--- config.mk ---
export PLATFORM = sky130hd
export DESIGN_NAME = booth2_pp_final_adder
export DESIGN_NICKNAME = d
export VERILOG_FILES = /design/src/rtl/booth2_pkg.sv /design/src/rtl/booth2_seg_add_stage.sv /design/src/rtl/booth2_pp_final_adder.sv
export SDC_FILE = /design/constraint.sdc
export NUM_CORES = 1
export LEC_CHECK = 0
export BUFFER_PORTS_ARGS = -buffer_cell sky130_fd_sc_hd__clkbuf_2
export CORE_UTILIZATION = 50
export CTS_CLUSTER_SIZE = 25
export DETAILED_ROUTE_END_ITERATION = 12
export GPL_ROUTABILITY_DRIVEN = 1
export PLACE_DENSITY = 0.8
export SLEW_MARGIN = 20
export SYNTH_ARGS = -nofsm -noshare
export SYNTH_HDL_FRONTEND = slang
export SYNTH_SLANG_ARGS = --single-unit
--- constraint.sdc ---
create_clock -name clk -period 17.15 [get_ports clk]
set_input_delay 1.715 -clock clk [delete_from_list [all_inputs] [get_ports clk]]
set_output_delay 1.715 -clock clk [all_outputs]
set_load 0.005 [all_outputs]
--- src/rtl/booth2_pkg.sv ---
// Shared widths and helpers for the Booth radix-4 final carry-propagate adder.
package booth2_pkg;

    localparam int unsigned PROD_W        = 32;
    localparam int unsigned PP1_W         = 32;
    localparam int unsigned PP2_W         = 30;
    localparam int unsigned PP2_SHIFT     = 2;
    localparam int unsigned SEG_W_DEFAULT = 8;

    // Mask with ones in bit positions [lo, lo+w), clipped to PROD_W.
    function automatic logic [PROD_W-1:0] seg_mask(input int unsigned lo, input int unsigned w);
        logic [PROD_W-1:0] m;
        m = '0;
        for (int unsigned i = 0; i < PROD_W; i++) begin
            if ((i >= lo) && (i < lo + w)) begin
                m[i] = 1'b1;
            end
        end
        return m;
    endfunction

endpackage

--- src/rtl/booth2_seg_add_stage.sv ---
// One SEG_W-bit slice of the segmented final adder, with its pipeline registers.
// Bits [LO +: SEG_W] of A and B are added together with the incoming carry.
// The sum vector keeps every segment produced so far; A and B keep only the
// bits that later stages still have to add (processed bits are cleared).
module booth2_seg_add_stage
    import booth2_pkg::*;
#(
    parameter int unsigned SEG_W = SEG_W_DEFAULT,
    parameter int unsigned LO    = 0
) (
    input  logic              clk,
    input  logic              rst,
    input  logic              en_i,
    input  logic              v_i,
    input  logic              c_i,
    input  logic [PROD_W-1:0] a_i,
    input  logic [PROD_W-1:0] b_i,
    input  logic [PROD_W-1:0] s_i,
    output logic              v_o,
    output logic              c_o,
    output logic [PROD_W-1:0] a_o,
    output logic [PROD_W-1:0] b_o,
    output logic [PROD_W-1:0] s_o
);

    localparam logic [PROD_W-1:0] SEG_MASK  = seg_mask(LO, SEG_W);
    localparam logic [PROD_W-1:0] DONE_MASK = seg_mask(0, LO + SEG_W);

    logic [SEG_W:0]    seg_sum;
    logic              v_q, v_d;
    logic              c_q, c_d;
    logic [PROD_W-1:0] a_q, a_d;
    logic [PROD_W-1:0] b_q, b_d;
    logic [PROD_W-1:0] s_q, s_d;

    // Segment add and next-state vectors for this slice.
    always_comb begin
        seg_sum = {1'b0, a_i[LO +: SEG_W]}
                + {1'b0, b_i[LO +: SEG_W]}
                + {{SEG_W{1'b0}}, c_i};
        v_d = v_i;
        c_d = seg_sum[SEG_W];
        a_d = a_i & ~DONE_MASK;
        b_d = b_i & ~DONE_MASK;
        s_d = (s_i & ~SEG_MASK) | (PROD_W'(seg_sum[SEG_W-1:0]) << LO);
    end

    // Pipeline registers: everything, including valid, holds while en_i is low.
    always_ff @(posedge clk or posedge rst) begin
        if (rst) begin
            v_q <= 1'b0;
            c_q <= 1'b0;
            a_q <= '0;
            b_q <= '0;
            s_q <= '0;
        end else if (en_i) begin
            v_q <= v_d;
            c_q <= c_d;
            a_q <= a_d;
            b_q <= b_d;
            s_q <= s_d;
        end
    end

    assign v_o = v_q;
    assign c_o = c_q;
    assign a_o = a_q;
    assign b_o = b_q;
    assign s_o = s_q;

endmodule

--- src/rtl/booth2_pp_final_adder.sv ---
// Final carry-propagate stage of the 16x16 Booth radix-4 multiplier.
// product = (in_pp1 + (in_pp2 << 2)) mod 2^32, computed by NSEG = 32/SEG_W
// pipelined segment adders so no full 32-bit ripple sits in a single cycle.
// Valid/ready on both sides; the whole pipeline stalls as one when the
// output is valid but not taken.
module booth2_pp_final_adder
    import booth2_pkg::*;
#(
    parameter int unsigned SEG_W = SEG_W_DEFAULT
) (
    input  logic              clk,
    input  logic              rst,
    input  logic              in_valid,
    output logic              in_ready,
    input  logic [PP1_W-1:0]  in_pp1,
    input  logic [PP2_W-1:0]  in_pp2,
    output logic              out_valid,
    input  logic              out_ready,
    output logic [PROD_W-1:0] out_product,
    output logic              out_cout
);

    localparam int unsigned NSEG = PROD_W / SEG_W;

    logic              en;
    logic              v_pipe [NSEG+1];
    logic              c_pipe [NSEG+1];
    logic [PROD_W-1:0] a_pipe [NSEG+1];
    logic [PROD_W-1:0] b_pipe [NSEG+1];
    logic [PROD_W-1:0] s_pipe [NSEG+1];

    // Global advance: blocked only by a valid output that is not being taken.
    assign en       = !(out_valid && !out_ready);
    assign in_ready = en;

    // Operand alignment into the first stage; vector 2 carries weight 2^2 at bit 0.
    assign v_pipe[0] = in_valid;
    assign c_pipe[0] = 1'b0;
    assign a_pipe[0] = in_pp1;
    assign b_pipe[0] = {in_pp2, {PP2_SHIFT{1'b0}}};
    assign s_pipe[0] = '0;

    for (genvar k = 0; k < NSEG; k++) begin : g_seg
        booth2_seg_add_stage #(
            .SEG_W (SEG_W),
            .LO    (k * SEG_W)
        ) u_stage (
            .clk  (clk),
            .rst  (rst),
            .en_i (en),
            .v_i  (v_pipe[k]),
            .c_i  (c_pipe[k]),
            .a_i  (a_pipe[k]),
            .b_i  (b_pipe[k]),
            .s_i  (s_pipe[k]),
            .v_o  (v_pipe[k+1]),
            .c_o  (c_pipe[k+1]),
            .a_o  (a_pipe[k+1]),
            .b_o  (b_pipe[k+1]),
            .s_o  (s_pipe[k+1])
        );
    end

    // Outputs come straight from the final-stage registers.
    assign out_valid   = v_pipe[NSEG];
    assign out_product = s_pipe[NSEG];
    assign out_cout    = c_pipe[NSEG];

endmodule

# == Word-level counts from Yosys, hierarchy flattened ==
# Cells that the tools add are included.
# totals
reg_bits,184
inputBits,66
elab_cells,31
# op_classes
n_addsub,7
bitwise,3
reduce_logical,3
# op_table
cell,n
8-bit by 8-bit adder with 9-bit output,4
24-bit by 32-bit bitwise OR with 32-bit output,1
9-bit by 1-bit adder with 9-bit output,3
16-bit by 24-bit bitwise OR with 24-bit output,1
8-bit by 16-bit bitwise OR with 16-bit output,1
1-bit logical NOT,2
1-bit logical AND,1

# == Logic depth before layout (Yosys ltp) ==
# Gate-level depths: netlist (run 1).
# logic_depth
word_depth,3
depth_mapped,7

# == Modules after synthesis ==
# Synthesis (run 1) repeated with hierarchy kept, for this count alone.
# unflattened
cells_unflattened,882
hier_area_um2,11345.9
# modules_own_cells
mod,n_inst,cells_each,area_each_um2,seq_area_each_um2
booth2_seg_add_stage at g_seg[0].u_stage,1,246,3537.1,2052.0
booth2_seg_add_stage at g_seg[1].u_stage,1,228,3074.2,1651.6
booth2_seg_add_stage at g_seg[2].u_stage,1,211,2610.0,1251.2
booth2_seg_add_stage at g_seg[3].u_stage,1,195,2114.5,850.8
booth2_pp_final_adder,1,2,10.0,0.0

# == Least setup slack after synthesis (run 1) ==
# OpenSTA, ideal clock, no wires.
# synth_timing
kind,input port to output port
from,in out_ready
to,out in_ready
t_arrival_ns,2.234
required_ns,15.435
setup_slack_ns,13.201
path_stages,4
path_buffers,2
path_cell_list,nor2b_4 buf_6 inv_2 clkbuf_1
# synth_between
elab_chain_len,3
# synth_lines
item,line_no,rtl
"start, declared",booth2_pp_final_adder.sv:18,"input logic out_ready,"
1-bit logical NOT,booth2_pp_final_adder.sv:33,assign en = !(out_valid && !out_ready);
1-bit logical AND,booth2_pp_final_adder.sv:33,
1-bit logical NOT,booth2_pp_final_adder.sv:33,
"end, declared",booth2_pp_final_adder.sv:14,"output logic in_ready,"
# Every way passes these cells.

# == Worst setup path in the final report (run 1) ==
# Ends and elaborated chain as after synthesis.

==> reports/qor.yml, run 1 <==
die:
  die_height_um: 130
  io_pins: 101
  design.core.area_mm2: 0.0159
  core.rowCount: 46
  dieArea_mm2: 0.0169
  floorplan.initialDensity_pct: 51.4
  die-width_um: 130
logic_synthesis:
  ys_seq_area_share_pct: 56.2
  postSynthRegisterBits: 184
  netlist-cell-type-count: 39
  syn_area_mm2: 0.00820
  synth.avg_cell_area_um2: 9.06
  yosysWarningCount: 0
  syn_inst: 905
  mappedNetlistNets: 1005
routing:
  drc: 0
  wl_per_cell_um: 12.8
  drtIter0Drc: 428
  drt_antenna_net_count: 0
  routed_wl_um: 15600
  via_count: 6004
  drt-pass1-iter-count: 4
  detail_route.vias_per_cell: 4.95
sta:
  relSlewSlack_pct: 33.2
  final-max-slew-violation-count: 0
  rsz0062_at_grt: "no"
  finalClockSkew_ns: 0.0102
  transition_time_at_the_pin_with_the_least_slew_margin_ns: 1.00
  period_share_pct: 27.2
  fin_worst_hold_slack_ns: 0.464
  timing.final.setup_violations: 0
  finalHoldViolCount: 0
  tns_ns: 0
  fin_ws_ns: 12.49
  fmax_mhz: 214
  final_period_minus_worst_setup_slack_ns: 4.66
final_layout:
  instances_no_fill: 1214
  filler_cell_count: 1378
  finalCoreUtilization_pct: 58.8
  drive_gt1_share_pct: 13.8
  commonest_non_fill_non_tap_cells_in_the_layout: "nand2_1 (481), dfrtp_1 (184), clkbuf_2 (100)"
  final_common_cell: "nand2_1"
  finalNetCount: 1086
  areaGrowthSynthToFinish_pct: 14.2
  insertedDiodeCount: 0
critical_path:
  worst-setup-path-type: "input pin to output port"
  reg2regPathDepth: 7
  critical_path.endpoint_type: "output port"
  start_kind: "input pin"
  critPathArrivalTime_ns: 2.95
  path_max_fanout: 101
  critPathRequiredTime_ns: 15.43
placement:
  gp_congestion: 0.806
  place_hpwl_um: 10100
  port_buffers: 100
  dp_worst_setup_slack_ns: 12.47
  dp.cells: 1183
clock_network:
  post-cts-setup-buffer-count: 0
  tritoncts.num_buffers: 17
  insertion_delay_ns: 0.43
  cts-htree-levels: 4
  cts_tree: "yes"
  root_buffer: "clkbuf_16"
  cts.repair.resized: 0
  numClockSinks: 184
  clk_path_buf_depth: 2
  holdBufCountCts: 0
  clock_transition_at_the_registers_of_the_reported_paths_ns: 0.07
power_and_ir_drop:
  pwr_density_cell_mw_per_mm2: 187
  ir_worst_vdd_mv: 0.0899
  p_leak_nw: 4.95
grt:
  global_route.usage.total_pct: 20.1
  grt_max_degree: 108
  grt_pass1_vias: 5812
  grt_overflow: 0
  first_pass_grt_wire_length_um: 26400
  number_of_antenna_violations_at_the_first_check_in_global_routing: 0
hold_path:
  holdCritPathClass: "flip-flop to flip-flop"
  worst_hold_path.num_cells: 2
outcome:
  run_status: "finished, final reports clean"
flow_run:
  max_cap_viol_count: 0
[path summary, 6_finish.rpt]
path / from / endpoint / slack [ns]
min in group asynchronous: rst / g_seg[0].u_stage.b_o[15]$_DFFE_PP0N_ / 1.39
max reg2reg: g_seg[3].u_stage.v_o$_DFFE_PP0N_ / g_seg[0].u_stage.s_o[7]$_DFFE_PP0N_ / 14.38
max in group asynchronous: rst / g_seg[2].u_stage.s_o[0]$_DFFE_PP0N_ / 14.37
min: g_seg[3].u_stage.s_o[3]$_DFFE_PP0N_ / g_seg[3].u_stage.s_o[3]$_DFFE_PP0N_ / 0.46
min reg2reg: g_seg[3].u_stage.s_o[3]$_DFFE_PP0N_ / g_seg[3].u_stage.s_o[3]$_DFFE_PP0N_ / 0.46
max: out_ready / in_ready / 12.49
[area by class of cell]
type                       instances  area (µm²)  area share, %
clock buffer                      20         447           4.77
sequential                       184        4600           49.2
multi-input combinational        672        3350           35.7
tap                              216         270           2.89
timing repair buffer             105         538           5.74
clock inverter                    11         124           1.32
inverter                           6        35.0          0.374
[power breakdown]
part	switching, W	internal, W
Combinational	0.000366	0.000270
Sequential	0.000109	0.000622
Clock	0.000164	0.000218
[through the flow]
stage	power, W	area (µm²)
3_3_place_gp	0.00134	8800
3_5_place_dp	0.00137	8800
2_1_floorplan	0.00121	8200
4_1_cts	0.00176	9370
5_1_grt	0.00190	9370
6_report	0.00175	9370
[critical path: stages]
cell and delay (ns):
clkbuf_2 0.10, nor2b_4 0.11, buf_4 0.44, inv_6 0.35, clkbuf_2 0.21
[cells by family after synthesis]
group / Yosys count / share of synthesized area (%)
AND/OR/NAND/NOR: 538 / 26.4
flip-flops: 184 / 56.2
AO/OA/AOI/OAI: 90 / 7.42
buffers and inverters: 49 / 3.01
adder cells (fa/ha/maj): 34 / 5.83
XOR/XNOR: 5 / 0.534
multiplexers: 5 / 0.610
[synth_stat cells]
| master | n | area share [%] |
|---|---|---|
| nor3b_1 | 22 | 2.0 |
| clkbuf_1 | 2 | 0.092 |
| buf_6 | 2 | 0.27 |
| o21a_1 | 6 | 0.55 |
| xnor2_1 | 4 | 0.43 |
| a21oi_1 | 7 | 0.43 |
| fa_1 | 7 | 1.7 |
| nor3_1 | 11 | 0.67 |
| a221o_1 | 2 | 0.24 |
| dfrtp_1 | 184 | 56 |
| o31a_1 | 3 | 0.32 |
| mux2i_1 | 5 | 0.61 |
| o21ai_0 | 30 | 1.8 |
| nor4_1 | 2 | 0.15 |
| nor2b_1 | 1 | 0.076 |
| o31ai_1 | 2 | 0.18 |
| o21bai_1 | 5 | 0.46 |
| o22a_1 | 1 | 0.11 |
| ha_1 | 27 | 4.1 |
| a211oi_2 | 1 | 0.15 |
| a21o_1 | 9 | 0.82 |
| buf_2 | 38 | 2.3 |
| nor2_1 | 7 | 0.32 |
| nand2_1 | 481 | 22 |
| nor4b_1 | 2 | 0.21 |
| a31oi_1 | 1 | 0.076 |
| a221oi_1 | 6 | 0.64 |
| nand3_1 | 4 | 0.24 |
| buf_1 | 1 | 0.046 |
| nand2b_1 | 3 | 0.23 |
| or3_1 | 2 | 0.15 |
| nor2b_4 | 1 | 0.17 |
| a211o_1 | 2 | 0.21 |
| a211oi_1 | 14 | 1.3 |
| xor2_1 | 1 | 0.11 |
| a2111oi_0 | 1 | 0.11 |
| inv_2 | 1 | 0.046 |
| nand3b_1 | 2 | 0.18 |
| inv_1 | 5 | 0.23 |
[flip-flops by register name, indices dropped and copies added, names as in the netlist]
register	flops
g_seg.u_stage.a_o	48
g_seg.u_stage.b_o	48
g_seg.u_stage.c_o	4
g_seg.u_stage.s_o	80
g_seg.u_stage.v_o	4
[layer usage]
layer / share of wire, % / GRT usage, % / wire, µm
met1: 48 / 26.2 / 7420
met2: 48 / 33.4 / 7430
met3: 3.0 / 4.39 / 466
met4: 1.6 / 6.84 / 250
met5: 0 / 0 / 0
No activity file was read; power rests on OpenSTA's default activity.
==> run 2: changes to the inputs <==
- ABC_AREA: default -> 1
- clock period: 17.15 -> 4.71 ns (I/O delays scaled with it)
==> run 2 against run 1 <==
  * Design area is 0.61% lower
  * Non-clock buffer count stayed put
  * Critical path type is now flip-flop to flip-flop
  * First-iteration DRC count is 20% lower
==> reports/qor.yml, run 2 <==
power_and_ir_drop:
  power.total_w: 0.00616  # +250%
  clockPowerShare_pct: 22.8  # +1.0 points
  ir_worst_vdd_mv: 0.345  # +280%
  sequentialPowerShare_pct: 42.4  # +0.6 points
  p_switching_w: 0.00226  # +250%
  p_leak_nw: 5.07  # +2.5%
  cell_internal_pwr_w: 0.00390  # +250%
  comb_power_share_pct: 34.8  # -1.6 points
  swShare_pct: 36.6  # +0.089 points
  pwr_density_cell_mw_per_mm2: 662  # +250%
placement:
  place_hpwl_um: 9250  # -8.9%
  port_buffers: 100  # unchanged
  gp_congestion: 0.848  # +5.1%
  dp_worst_setup_slack_ns: 2.09  # -10.38 ns
die:
  design.core.area_mm2: 0.0159  # -0.36%
  die_height_um: 129  # -0.45%
  floorplan.initialDensity_pct: 51.1  # -0.29 points
  die-width_um: 129  # -0.45%
  dieArea_mm2: 0.0168  # -0.91%
  core.rowCount: 46  # unchanged
  io_pins: 101  # unchanged
sta:
  fin_worst_hold_slack_ns: 0.141  # -0.323 ns
  rsz0062_at_grt: "no"
  period_share_pct: 52.0
  finalClockSkew_ns: 0.00835  # -0.00189 ns
  relSlewSlack_pct: 39.8  # +6.6 points
  fmax_mhz: 408
  finalHoldViolCount: 0  # unchanged
  timing.final.setup_violations: 0  # unchanged
  final-max-slew-violation-count: 0  # unchanged
  transition_time_at_the_pin_with_the_least_slew_margin_ns: 0.903  # -0.0996 ns
  fin_ws_ns: 2.26  # -10.23 ns
  tns_ns: 0  # unchanged
  final_period_minus_worst_setup_slack_ns: 2.45
logic_synthesis:
  syn_area_mm2: 0.00812  # -0.92%
  postSynth.topFlopCell: "dfrtp_1"
  post-synth-top-count-cell: "nand2_1"
  ys_top_cells_by_area: "dfrtp_1 (57%), nand2_1 (21%), ha_1 (4.2%)"
  yosysTopAreaCellShare_pct: 56.7  # +0.52 points
  yosysWarningCount: 0  # unchanged
  number_of_synthesized_flops_with_an_enable_pin: 0  # unchanged
  netlist-cell-type-count: 23  # -41%
  postSynthRegisterBits: 184  # unchanged
  syn_inst: 944  # +4.3%
  ys_seq_area_share_pct: 56.7  # +0.52 points
  synth.avg_cell_area_um2: 8.61  # -5.0%
  post-synth-top-area-cell: "dfrtp_1"
  synth-async-reset-ratio_pct: 100  # unchanged
  mappedNetlistNets: 1044  # +3.9%
  synth_common_cells: "nand2_1 (447), dfrtp_1 (184), inv_1 (69)"
critical_path:
  critical_path.endpoint_type: "flip-flop"
  critPathRequiredTime_ns: 5.07  # -10.36 ns
  critical-path-slowest-cell: "buf_4"
  critPathBufInv: 3  # -1
  path_cells: "inv_1 > nor2_4 > buf_4 > buf_4 > a211oi_1 > a21oi_1"
  critical-path-top-cell-by-count: "buf_4"
  path_max_fanout: 97  # -4.0%
  critPathArrivalTime_ns: 2.81  # -0.14 ns
  reg2regPathDepth: 6  # -1
  start_kind: "flip-flop"
  crit_path_max_incr_delay_ns: 0.81  # +0.37 ns
  crit_family: "buffers and inverters"
  worst-setup-path-type: "flip-flop to flip-flop"
  crit_cells: 6  # +1
final_layout:
  final_common_cell: "nand2_1"
  finalCoreUtilization_pct: 58.6  # -0.15 points
  drive_gt1_share_pct: 13.7  # -0.091 points
  commonest_non_fill_non_tap_cells_in_the_layout: "nand2_1 (447), dfrtp_1 (184), clkbuf_2 (100)"
  filler_cell_count: 1402  # +1.7%
  layout.area.seq_mm2: 0.00460  # unchanged
  areaGrowthSynthToFinish_pct: 14.6
  multiInputGateArea_mm2: 0.00302  # -9.7%
  insertedDiodeCount: 0  # unchanged
  largest_register_ffs: 80  # unchanged
  finalNetCount: 1128  # +3.9%
outcome:
  run_status: "finished, final reports clean"
clock_network:
  root_buffer: "clkbuf_16"
  clk_path_buf_depth: 2  # unchanged
  cts-htree-levels: 4  # unchanged
  holdBufCountCts: 0  # unchanged
  tritoncts.num_buffers: 17  # unchanged
  post-cts-setup-buffer-count: 0  # unchanged
  cts.repair.resized: 0  # unchanged
  cts_tree: "yes"
  clock_transition_at_the_registers_of_the_reported_paths_ns: 0.07  # about the same
  insertion_delay_ns: 0.43  # about the same
  numClockSinks: 184  # unchanged
flow_run:
  max_cap_viol_count: 0  # unchanged
grt:
  first_pass_grt_wire_length_um: 24700  # -6.6%
  global_route.usage.total_pct: 18.9  # -1.3 points
  grt_pass1_vias: 5658  # -2.6%
  grt_max_degree: 135  # +25%
  number_of_antenna_violations_at_the_first_check_in_global_routing: 0  # unchanged
  grt_overflow: 0  # unchanged
routing:
  drtIter0Drc: 343  # -20%
  wl_per_cell_um: 11.5  # -10%
  drc: 0  # unchanged
  routed_wl_um: 14400  # -7.2%
  drt_antenna_net_count: 0  # unchanged
  drt-pass1-iter-count: 4  # unchanged
  detail_route.vias_per_cell: 4.81  # -2.7%
  via_count: 6046  # +0.70%
hold_path:
  holdCritPathClass: "input pin to asynchronous set/reset pin"
==> run 2: area by class of cell <==
class	instances	share of cell area, %
clock buffer	20	4.80
multi-input combinational	650	32.5
clock inverter	12	1.53
tap	216	2.90
timing repair buffer	105	5.91
sequential	184	49.5
inverter	70	2.92
==> run 2: cells by family (layout without fill, tap and decap cells) <==
group,Yosys count,after routing,synth area share (%)
compound gates,98,98,6.19
fa+ha+maj,34,34,5.88
buf+inv,110,207,6.11
flops,184,184,56.7
simple gates,518,518,25.1
==> run 2: power by group through the flow <==
| stage | logic, W | clock network, W | registers [W] |
|---|---|---|---|
| after floorplan | 0.00166 | 0 | 0.00257 |
| after global placement | 0.00207 | 0 | 0.00263 |
| after detailed placement | 0.00215 | 0 | 0.00264 |
| after CTS | 0.00217 | 0.00144 | 0.00262 |
| after global routing | 0.00254 | 0.00151 | 0.00270 |
| final | 0.00214 | 0.00141 | 0.00261 |
==> run 2: final timing paths <==
path                                                      startpoint  slack, ns                                   end
worst min-delay path                                             rst       0.14  g_seg[3].u_stage.s_o[28]$_DFFE_PP0N_
worst max register to register      g_seg[3].u_stage.v_o$_DFFE_PP0N_       2.26      g_seg[3].u_stage.c_o$_DFFE_PP0N_
min in group clk                                          in_pp2[10]       0.23  g_seg[0].u_stage.b_o[12]$_DFFE_PP0N_
worst min register to register  g_seg[1].u_stage.a_o[31]$_DFFE_PP0N_       0.47  g_seg[2].u_stage.a_o[31]$_DFFE_PP0N_
max in group asynchronous                                        rst       3.49  g_seg[1].u_stage.s_o[12]$_DFFE_PP0N_
worst max-delay path                g_seg[3].u_stage.v_o$_DFFE_PP0N_       2.26      g_seg[3].u_stage.c_o$_DFFE_PP0N_
==> run 2: through the flow <==
step | std cells | area, µm²
final | 1257 | 9310
after global routing | 1257 | 9310
after CTS | 1257 | 9310
after detailed placement | 1225 | 8720
after global placement | 1225 | 8720
after floorplan | 944 | 8130
==> run 2: per-layer routing <==
layer  GRT usage (%)  wire (µm)  up-vias
li1                -          -     3109
met1            23.4       6780     2813
met2            32.0       6890      105
met3            4.62        545       19
met4            7.11        236        0
met5               0          0        -
==> run 3: changes to the inputs <==
- ABC_AREA: 1 -> 0
- clock period: 4.71 -> 2.37 ns (I/O delays scaled with it)
==> run 3 against run 2 <==
  * Critical path depth did not move
  * Cell count is 0.40% lower
  * Largest cell class unchanged
  * Highest routed layer unchanged
  * Clock skew grew 0.0014 ns
  * Setup slack worse by 2.2 ns
  * First-iteration DRC count rose by 50%
  * Die area is 0.91% higher
  * Combinational power is 120% higher
  * Critical endpoint unchanged
  * Power up 110%
  * Wire length up 12%
  * Critical path type unchanged
  * Clock power up 110%
==> reports/qor.yml, run 3 (synthesized netlist as in run 1, its figures left out) <==
outcome:
  run_status: "finished, final reports clean"
final_layout:
  drive_gt1_share_pct: 14.3  # +0.55 points
  final_common_cell: "nand2_1"
  finalCoreUtilization_pct: 61.7  # +3.1 points
  finalNetCount: 1123  # -0.44%
  largest_register_ffs: 80  # unchanged
  instances_no_fill: 1252  # -0.40%
  areaGrowthSynthToFinish_pct: 19.9
  commonest_non_fill_non_tap_cells_in_the_layout: "nand2_1 (481), dfrtp_1 (184), clkbuf_2 (100)"
  insertedDiodeCount: 0  # unchanged
  final_cell_area_mm2: 0.00983  # +5.6%
sta:
  transition_time_at_the_pin_with_the_least_slew_margin_ns: 0.585  # -0.317 ns
  timing.final.setup_violations: 0  # unchanged
  fmax_mhz: 435  # +6.5%
  fin_ws_ns: 0.0712  # -2.19 ns
  final_period_minus_worst_setup_slack_ns: 2.30  # -0.150 ns
  final-max-slew-violation-count: 0  # unchanged
  finalHoldViolCount: 0  # unchanged
  finalClockSkew_ns: 0.00973  # +0.00138 ns
  relSlewSlack_pct: 61.0  # +21 points
  rsz0062_at_grt: "no"
  period_share_pct: 97.0  # +45 points
power_and_ir_drop:
  pwr_density_cell_mw_per_mm2: 1330  # +100%
  comb_power_share_pct: 36.6  # +1.8 points
  clockPowerShare_pct: 23.1  # +0.3 points
  p_switching_w: 0.00472  # +110%
  ir_worst_vdd_mv: 0.620  # +80%
  sequentialPowerShare_pct: 40.2  # -2.2 points
  cell_internal_pwr_w: 0.00836  # +110%
  swShare_pct: 36.1  # -0.52 points
  power.total_w: 0.0131  # +110%
  p_leak_nw: 5.15  # +1.5%
routing:
  drc: 0  # unchanged
  wl_per_cell_um: 12.9  # +13%
  drt-pass1-iter-count: 5  # +1
  drt_antenna_net_count: 0  # unchanged
  routed_wl_um: 16200  # +12%
  drtIter0Drc: 514  # +50%
  detail_route.vias_per_cell: 5.00  # +4.0%
  via_count: 6260  # +3.5%
critical_path:
  reg2reg_setup_slack_ns: 0.07  # -2.19 ns
  critPathRequiredTime_ns: 2.68  # -2.39 ns
  critPathBufInv: 0  # -3
  path_cells: "fa_1 > fa_2 > a211oi_2 > nor2_1 > o31a_1 > o31a_1"
  crit_family: "adder cells"
  timing.critical_path.to: "g_seg[3].u_stage.c_o$_DFFE_PP0N_"
  critPathArrivalTime_ns: 2.61  # -0.20 ns
  crit_cells: 6  # unchanged
  ff_to_ff_start: "g_seg[2].u_stage.a_o[24]$_DFFE_PP0N_"
  worst-setup-path-type: "flip-flop to flip-flop"
  critical-path-slowest-cell: "fa_1"
  crit-reg2reg-capture: "g_seg[3].u_stage.c_o$_DFFE_PP0N_"
  reg2regPathDepth: 6  # unchanged
  start_kind: "flip-flop"
  critical-path-top-cell-by-count: "o31a_1"
  path_max_fanout: 3  # -97%
  critical_path.endpoint_type: "flip-flop"
  worst_setup_sp: "g_seg[2].u_stage.a_o[24]$_DFFE_PP0N_"
  crit_path_max_incr_delay_ns: 0.50  # -0.31 ns
placement:
  dp.cells: 1190  # -2.9%
  dp_worst_setup_slack_ns: 0.0590  # -2.03 ns
  gp_congestion: 0.835  # -1.5%
  port_buffers: 100  # unchanged
  place_hpwl_um: 10700  # +16%
  dpl-instance-area_mm2: 0.00889  # +2.0%
die:
  dieArea_mm2: 0.0169  # +0.91%
  design.core.area_mm2: 0.0159  # +0.36%
  floorplan.initialDensity_pct: 51.4  # +0.29 points
  io_pins: 101  # unchanged
  die-width_um: 130  # +0.46%
  core.rowCount: 46  # unchanged
  die_height_um: 130  # +0.46%
grt:
  busiest_layer: "met2"
  global_route.usage.total_pct: 20.8  # +1.9 points
  met2_usage_in_global_routing_pct: 34.5  # +2.5 points
  global_route.usage.met1_pct: 27.2  # +3.9 points
  grt_pass1_vias: 6030  # +6.6%
  grt_overflow: 0  # unchanged
  grt_max_degree: 95  # -30%
  first_pass_grt_wire_length_um: 27700  # +12%
  number_of_antenna_violations_at_the_first_check_in_global_routing: 0  # unchanged
  gr-usage-met3_pct: 3.49  # -1.1 points
clock_network:
  insertion_delay_ns: 0.43  # about the same
  clk_path_buf_depth: 2  # unchanged
  tritoncts.num_buffers: 17  # unchanged
  numClockSinks: 184  # unchanged
  clock_transition_at_the_registers_of_the_reported_paths_ns: 0.07  # about the same
  root_buffer: "clkbuf_16"
  cts_tree: "yes"
  cts-htree-levels: 4  # unchanged
hold_path:
  holdCritPathClass: "input pin to flip-flop"
flow_run:
  max_cap_viol_count: 0  # unchanged
[run 3: cell count changes in the layout (fill, tap and decap cells not counted), moves of 11 or more]
cell / previous run / this run
a211oi_1: 1 / 14
dlygate4sd3_1: 0 / 30
inv_1: 68 / 4
nand2_1: 447 / 481
nand3_1: 31 / 4
nor2_1: 22 / 7
nor3_1: 0 / 11
nor3b_1: 0 / 22
o21ai_0: 61 / 30
o21ai_1: 13 / 0
[run 3: worst min path at each step]
stage | end | cells after the start | startpoint
3_5_place_dp | g_seg[0].u_stage.a_o[13]$_DFFE_PP0N_ | 2 | rst
5_1_grt | g_seg[0].u_stage.b_o[10]$_DFFE_PP0N_ | 3 | in_pp2[8]
4_1_cts | g_seg[0].u_stage.a_o[27]$_DFFE_PP0N_ | 3 | in_pp1[27]
3_3_place_gp | g_seg[0].u_stage.b_o[12]$_DFFE_PP0N_ | 2 | rst
2_1_floorplan | g_seg[0].u_stage.a_o[16]$_DFFE_PP0N_ | 2 | in_pp1[16]
6_report | g_seg[0].u_stage.b_o[27]$_DFFE_PP0N_ | 3 | in_pp2[25]
[run 3: power groups by stage]
stage	sequential (W)	combinational, W	clock, W
detailed placement	0.00531	0.00471	0
global route	0.00543	0.00551	0.00320
global placement	0.00525	0.00455	0
CTS	0.00527	0.00482	0.00307
finish	0.00526	0.00479	0.00303
floorplan	0.00515	0.00357	0
[run 3: worst min-delay path: stages]
cell	delay (ns)
clkbuf_2	0.08
nand2_1	0.04
nand2_1	0.05
[run 3: cell type report]
type / instances / area [µm²]
Timing Repair Buffer: 142 / 941
Clock inverter: 13 / 191
Inverter: 6 / 31.3
Sequential cell: 184 / 4600
Clock buffer: 19 / 443
Multi-Input combinational cell: 672 / 3350
Tap cell: 216 / 270
Fill cell: 1316 / 6110
[run 3: what timing repair did]
action	4_1_cts	5_1_grt
setup endpoints to repair	0	2
endpoints found under the hold margin	67	0
buffers inserted	0	0
hold buffers	30	0
resized for setup	0	1
[run 3: through the flow]
| step | hold WS, ns | setup TNS, ns |
|---|---|---|
| CTS | 0.00109 | 0 |
| global route | 0.0121 | 0 |
| detailed placement | 0.164 | 0 |
| finish | 0.0117 | 0 |
| floorplan | 0.349 | -42.60 |
| global placement | 0.164 | 0 |
[run 3: per-layer routing]
| metal | vias up | part of all wire [%] |
|---|---|---|
| li1 | 3163 | - |
| met1 | 2956 | 46 |
| met2 | 120 | 49 |
| met3 | 21 | 2.8 |
| met4 | 0 | 2.1 |
| met5 | - | 0 |
